`src/rtl/steer_en_pkg.sv`:
```
// Shared segway definitions: steering FSM states, rider weight threshold
// and enable-timer widths.
`timescale 1ns/1ps
package steer_en_pkg;

  typedef enum logic [1:0] {
    IDLE  = 2'd0,
    WAIT  = 2'd1,
    STEER = 2'd2
  } state_t;

  localparam logic [12:0] MIN_RIDER_WT_DEF = 13'h200;

  localparam int TMR_W      = 26;
  localparam int TMR_W_FAST = 15;

endpackage

```
`src/rtl/steer_tmr.sv`:
```
// Balanced-rider hold timer: free-running up-counter with synchronous clear
// and a terminal-count flag whose width shrinks under FAST_SIM.
`timescale 1ns/1ps
module steer_tmr
  import steer_en_pkg::*;
#(
  parameter logic FAST_SIM = 1'b0
) (
  input  logic clk,
  input  logic rst_n,
  input  logic clr_tmr,
  output logic tmr_full
);

  logic [TMR_W-1:0] cnt;

  // No saturation: the FSM leaves WAIT on the same cycle tmr_full is seen.
  always_ff @(posedge clk or negedge rst_n) begin
    if (!rst_n)       cnt <= '0;
    else if (clr_tmr) cnt <= '0;
    else              cnt <= cnt + 1'b1;
  end

  assign tmr_full = FAST_SIM ? (&cnt[TMR_W_FAST-1:0]) : (&cnt);

endmodule

```
`src/rtl/steer_en.sv`:
```
// Rider-presence / steering-enable controller: grants en_steer after a timed
// balanced stance, revokes it on gross imbalance or step-off.
`timescale 1ns/1ps
module steer_en
  import steer_en_pkg::*;
#(
  parameter logic        FAST_SIM     = 1'b0,
  parameter logic [12:0] MIN_RIDER_WT = MIN_RIDER_WT_DEF
) (
  input  logic        clk,
  input  logic        rst_n,
  input  logic        ld_vld,
  input  logic [11:0] lft_ld,
  input  logic [11:0] rght_ld,
  output logic        en_steer,
  output logic        rider_off
);

  function automatic logic [11:0] abs_diff(input logic [11:0] a, input logic [11:0] b);
    return (a >= b) ? (a - b) : (b - a);
  endfunction

  logic [11:0] lft_p0, rght_p0;
  logic [12:0] sum_p0;
  logic [11:0] diff_p0;
  logic        sum_gt_min, diff_gt_1_4, diff_gt_15_16;
  logic        clr_tmr, tmr_full;
  state_t      state;

  // Stage p0: load samples, held between ld_vld strobes
  always_ff @(posedge clk or negedge rst_n) begin
    if (!rst_n) begin
      lft_p0  <= '0;
      rght_p0 <= '0;
    end else if (ld_vld) begin
      lft_p0  <= lft_ld;
      rght_p0 <= rght_ld;
    end
  end

  assign sum_p0        = {1'b0, lft_p0} + {1'b0, rght_p0};
  assign diff_p0       = abs_diff(lft_p0, rght_p0);
  assign sum_gt_min    = sum_p0 > MIN_RIDER_WT;
  assign diff_gt_1_4   = {1'b0, diff_p0} > (sum_p0 >> 2);
  assign diff_gt_15_16 = {1'b0, diff_p0} > (sum_p0 - (sum_p0 >> 4));

  // Timer restarts on WAIT entry and on every unbalanced cycle while waiting.
  always_comb begin
    clr_tmr = 1'b0;
    case (state)
      IDLE:    clr_tmr = sum_gt_min;
      WAIT:    clr_tmr = sum_gt_min && diff_gt_1_4;
      STEER:   clr_tmr = sum_gt_min && diff_gt_15_16;
      default: clr_tmr = 1'b0;
    endcase
  end

  steer_tmr #(.FAST_SIM(FAST_SIM)) u_tmr (
    .clk      (clk),
    .rst_n    (rst_n),
    .clr_tmr  (clr_tmr),
    .tmr_full (tmr_full)
  );

  // Stage p1: FSM with registered outputs; step-off outranks imbalance
  always_ff @(posedge clk or negedge rst_n) begin
    if (!rst_n) begin
      state     <= IDLE;
      en_steer  <= 1'b0;
      rider_off <= 1'b0;
    end else begin
      en_steer  <= (state == STEER);
      rider_off <= 1'b0;
      case (state)
        IDLE: begin
          if (sum_gt_min) state <= WAIT;
        end
        WAIT: begin
          if (!sum_gt_min) begin
            state     <= IDLE;
            rider_off <= 1'b1;
          end else if (!diff_gt_1_4 && tmr_full) begin
            state <= STEER;
          end
        end
        STEER: begin
          if (!sum_gt_min) begin
            state     <= IDLE;
            rider_off <= 1'b1;
          end else if (diff_gt_15_16) begin
            state <= WAIT;
          end
        end
        default: state <= IDLE;
      endcase
    end
  end

endmodule
```
`config.mk`:
```
export PLATFORM = sky130hd
export DESIGN_NAME = steer_en
export DESIGN_NICKNAME = d
export VERILOG_FILES = /design/src/rtl/steer_en_pkg.sv /design/src/rtl/steer_tmr.sv /design/src/rtl/steer_en.sv
export SDC_FILE = /design/constraint.sdc
export NUM_CORES = 1
export LEC_CHECK = 0
export ABC_CLOCK_PERIOD_IN_PS = 12600
export BUFFER_PORTS_ARGS = -buffer_cell sky130_fd_sc_hd__buf_2
export CAP_MARGIN = 20
export CORE_MARGIN = 2
export CORE_UTILIZATION = 53
export CTS_BUF_LIST = sky130_fd_sc_hd__clkbuf_4 sky130_fd_sc_hd__clkbuf_8
export CTS_CLUSTER_DIAMETER = 30
export DETAILED_ROUTE_END_ITERATION = 12
export GPL_TIMING_DRIVEN = 0
export HOLD_SLACK_MARGIN = 0.12
export PLACE_DENSITY = 0.76
export SYNTH_ARGS = -nofsm -noshare
export SYNTH_HDL_FRONTEND = slang
export SYNTH_SLANG_ARGS = --single-unit
```
`constraint.sdc`:
```
create_clock -name clk -period 12.6 [get_ports clk]
set_clock_uncertainty 0.1 [all_clocks]
set_input_delay 3.15 -clock clk [delete_from_list [all_inputs] [get_ports clk]]
set_output_delay 3.15 -clock clk [all_outputs]
set_load 0.05 [all_outputs]
```
==> results.cfg <==
[status]
status = finished clean

[placement]
place_congestion = 0.9419
port-buffer-count = 27
dpl_cell_area_sq_um = 5441
dp_hpwl_um = 9605

[global_routing]
grt_pass1_wl_um = 20320
grt_max_degree = 42
grt_usage_pct = 24.26
grt-ovfl-total = 0
antenna_found_initial = 0
grt_pass1_vias = 4340

[critical_path]
r2r-start = lft_p0[4]
crit_start = lft_p0[4]
start_kind = flop
ff2ff_setup_slack_ns = 6.09
critPathCaptureType = flop
critical_path_required_ns = 12.74
crit_arrival_ns = 6.65
worstRegToRegCells = 25
crit_end = state[1]
cp_max_fo = 5
timing_worst_setup_path_type = reg -> reg
timing.rr.end = state[1]

[clock_tree]
cts_made_buffers = 5
cts.sinks = 54
cts_tree = built
hold_buffers = 0
clk_latency_ns = 0.31
ctsHtreeMaxLevel = 2
clk_pin_slew_ns = 0.11
cts_buffer_depth = 2
cts_setup_buffers = 0
cts_resized = 0
root_buffer = clkbuf_8

[sta]
tightest_slew_ns = 0.7995
grt_setup_unrepaired = no
hold_violations = 0
post-route-period-util_pct = 51.63
setup-tns-final_ns = 0
timing.fmax_ghz = 0.1537
period_needed_ns = 6.505
max_slew_margin_pct = 46.70
drv_slew = 0
setup_viol = 0

[worst_hold_path]
hold_path_class = reg -> reg
worstHoldStart = u_tmr.cnt[0]

[synthesis]
synth_top_cells_by_area = dfrtp_1 (26%), ha_1 (16%), xnor2_1 (5.6%), nand2_1 (4.4%), nor2_1 (4.4%)
synthesis.nets = 706
yosysWarnings = 0
async_reset_ff_share_pct = 100.0
ys_ff_latch = 54
yosysMostFrequentCell = ha_1
synth_area_per_cell_sq_um = 8.429
synth_edf_count = 0
yosysSeqAreaShare_pct = 26.37
yosysTopAreaCellShare_pct = 26.37
synthFlopType = dfrtp_1
synthCells = 608
synthesis.area_sq_um = 5125
synth.distinct_cells = 68
synth.largest_area_cell = dfrtp_1
synth_common_cells = ha_1 (67), nand2_1 (60), nor2_1 (60)

[final_layout]
area_growth_pct = 7.788
drive_gt1_share_pct = 9.020
n_antenna_cell = 0
num-fill-cells = 825
fin_nets = 741
stdcell_area_sq_um = 5524

[power_and_ir_drop]
peakVddDrop_mv = 0.07582
p_leak_nw = 2.612
power_switching_mw = 0.4365
clkPwrFrac_pct = 10.8
pwr-share-comb_pct = 68.1
switching_share_pct = 46.79
intPower_mw = 0.4965
power_density_nw_per_um2 = 168.9
power_frac_seq_pct = 21.1

[die]
die_h_um = 102.3
dieArea_sq_um = 10470
dieWidth_um = 102.3
core_area_sq_um = 9328
rows = 35
start_util_pct = 54.94
pin_count = 29

[run]
cap_viol_max_count = 0

[detailed_routing]
drt_iter0_drc = 337
wl_um = 12070
vias = 4422
drc = 0
vias_per_cell = 5.728
drtPass1Iterations = 5
avgRoutedWirePerCell_um = 15.64
ant_nets = 0
-- power by group through the flow --
stage	Clock, mW	Sequential (mW)	Combinational, mW
floorplan	0	0.199	0.490
global placement	0	0.200	0.602
detailed placement	0	0.201	0.626
CTS	0.102	0.197	0.631
global route	0.108	0.200	0.717
finish	0.100	0.197	0.636
-- registers in the layout, indices dropped and copies added, names as in the netlist --
name       flops
en_steer       1
lft_p0        12
state          2
rght_p0       12
u_tmr.cnt     26
rider_off      1
-- through the flow --
step	cells	setup WS [ns]	hold WS, ns	utilization [%]	power [mW]
after floorplan	608	7.010	0.3431	-	0.6896
after global placement	764	6.274	0.4000	58.12	0.8011
after global routing	772	5.607	0.4475	59.22	1.025
final	772	6.095	0.4196	59.22	0.9330
after detailed placement	765	6.171	0.4035	58.34	0.8261
after CTS	772	6.118	0.4222	59.22	0.9304
-- area by class of cell --
cell class              instances  area [sq um]  share of cell area [%]
well taps                     129         161.4                   2.922
repair buffers                 28         155.1                   2.809
clock buffers                   5         68.82                   1.246
multi-input cells             480          3461                   62.65
plain buffers                  21         113.9                   2.061
clock inverters                 2         13.76                  0.2492
inverters                      53         198.9                   3.601
flip-flops and latches         54          1351                   24.46
-- layout by cell type (no fill, tap or decap), types with 5 or more instances in the layout --
cell type	netlist	final
a31oi_1	6	6
inv_1	53	53
a221oi_1	6	6
nor2_1	60	60
nor3_1	9	9
nand2b_1	6	6
nand3_1	22	22
nor2b_1	10	10
and3_1	7	7
o211ai_1	7	7
clkbuf_1	8	8
clkbuf_8	0	5
a211oi_1	8	8
xnor2_1	33	33
o21ai_0	34	34
and2_1	5	5
nand4_1	6	6
a21oi_1	31	31
a21o_1	11	11
dfrtp_1	54	54
buf_2	6	33
nand2_1	60	60
ha_1	67	67
and4_1	5	5
xor2_1	24	24
-- metal layers --
| layer | track usage, % | share of wire, % | wire length [um] | up-vias |
|---|---|---|---|---|
| li1 | - | - | - | 2175 |
| met5 | 0 | 0 | 0 | - |
| met1 | 34.06 | 48 | 5825 | 2117 |
| met3 | 3.215 | 3.8 | 460 | 18 |
| met4 | 5.641 | 1.4 | 171 | 0 |
| met2 | 40.03 | 47 | 5616 | 112 |
-- worst min-delay path by stage --
stage	endpoint	cells after the start
global route	u_tmr.cnt[0]	1
CTS	u_tmr.cnt[0]	1
finish	u_tmr.cnt[0]	1
detailed placement	u_tmr.cnt[0]	1
global placement	u_tmr.cnt[0]	1
floorplan	u_tmr.cnt[0]	1
-- critical path, stage by stage (launching register included) --
cell and delay [ns]:
dfrtp_1 0.39, inv_1 0.07, ha_1 0.33, inv_1 0.12, a221oi_1 0.46, nand2_1 0.18
xnor2_1 0.54, inv_1 0.18, fa_1 0.46, inv_1 0.07, a21oi_1 0.07, maj3_1 0.41
o31a_1 0.33, nor2_1 0.10, a21oi_1 0.11, xnor2_1 0.14, ha_1 0.29, and4_1 0.24
nand2_1 0.08, or2_2 0.29, a31oi_1 0.30, a21boi_0 0.13, mux2_2 0.31, o31a_1 0.12
or4b_1 0.47, o2bb2ai_1 0.14
-- logic make-up after synthesis --
kind of cell | synth area share (%)
AND/OR/NAND/NOR | 18.77
adder cells (fa/ha/maj) | 18.51
AO/OA/AOI/OAI | 18.48
multiplexers | 1.269
XOR/XNOR | 10.50
flip-flops | 26.37
buffers and inverters | 6.104
(Power assumes the default switching activity.)
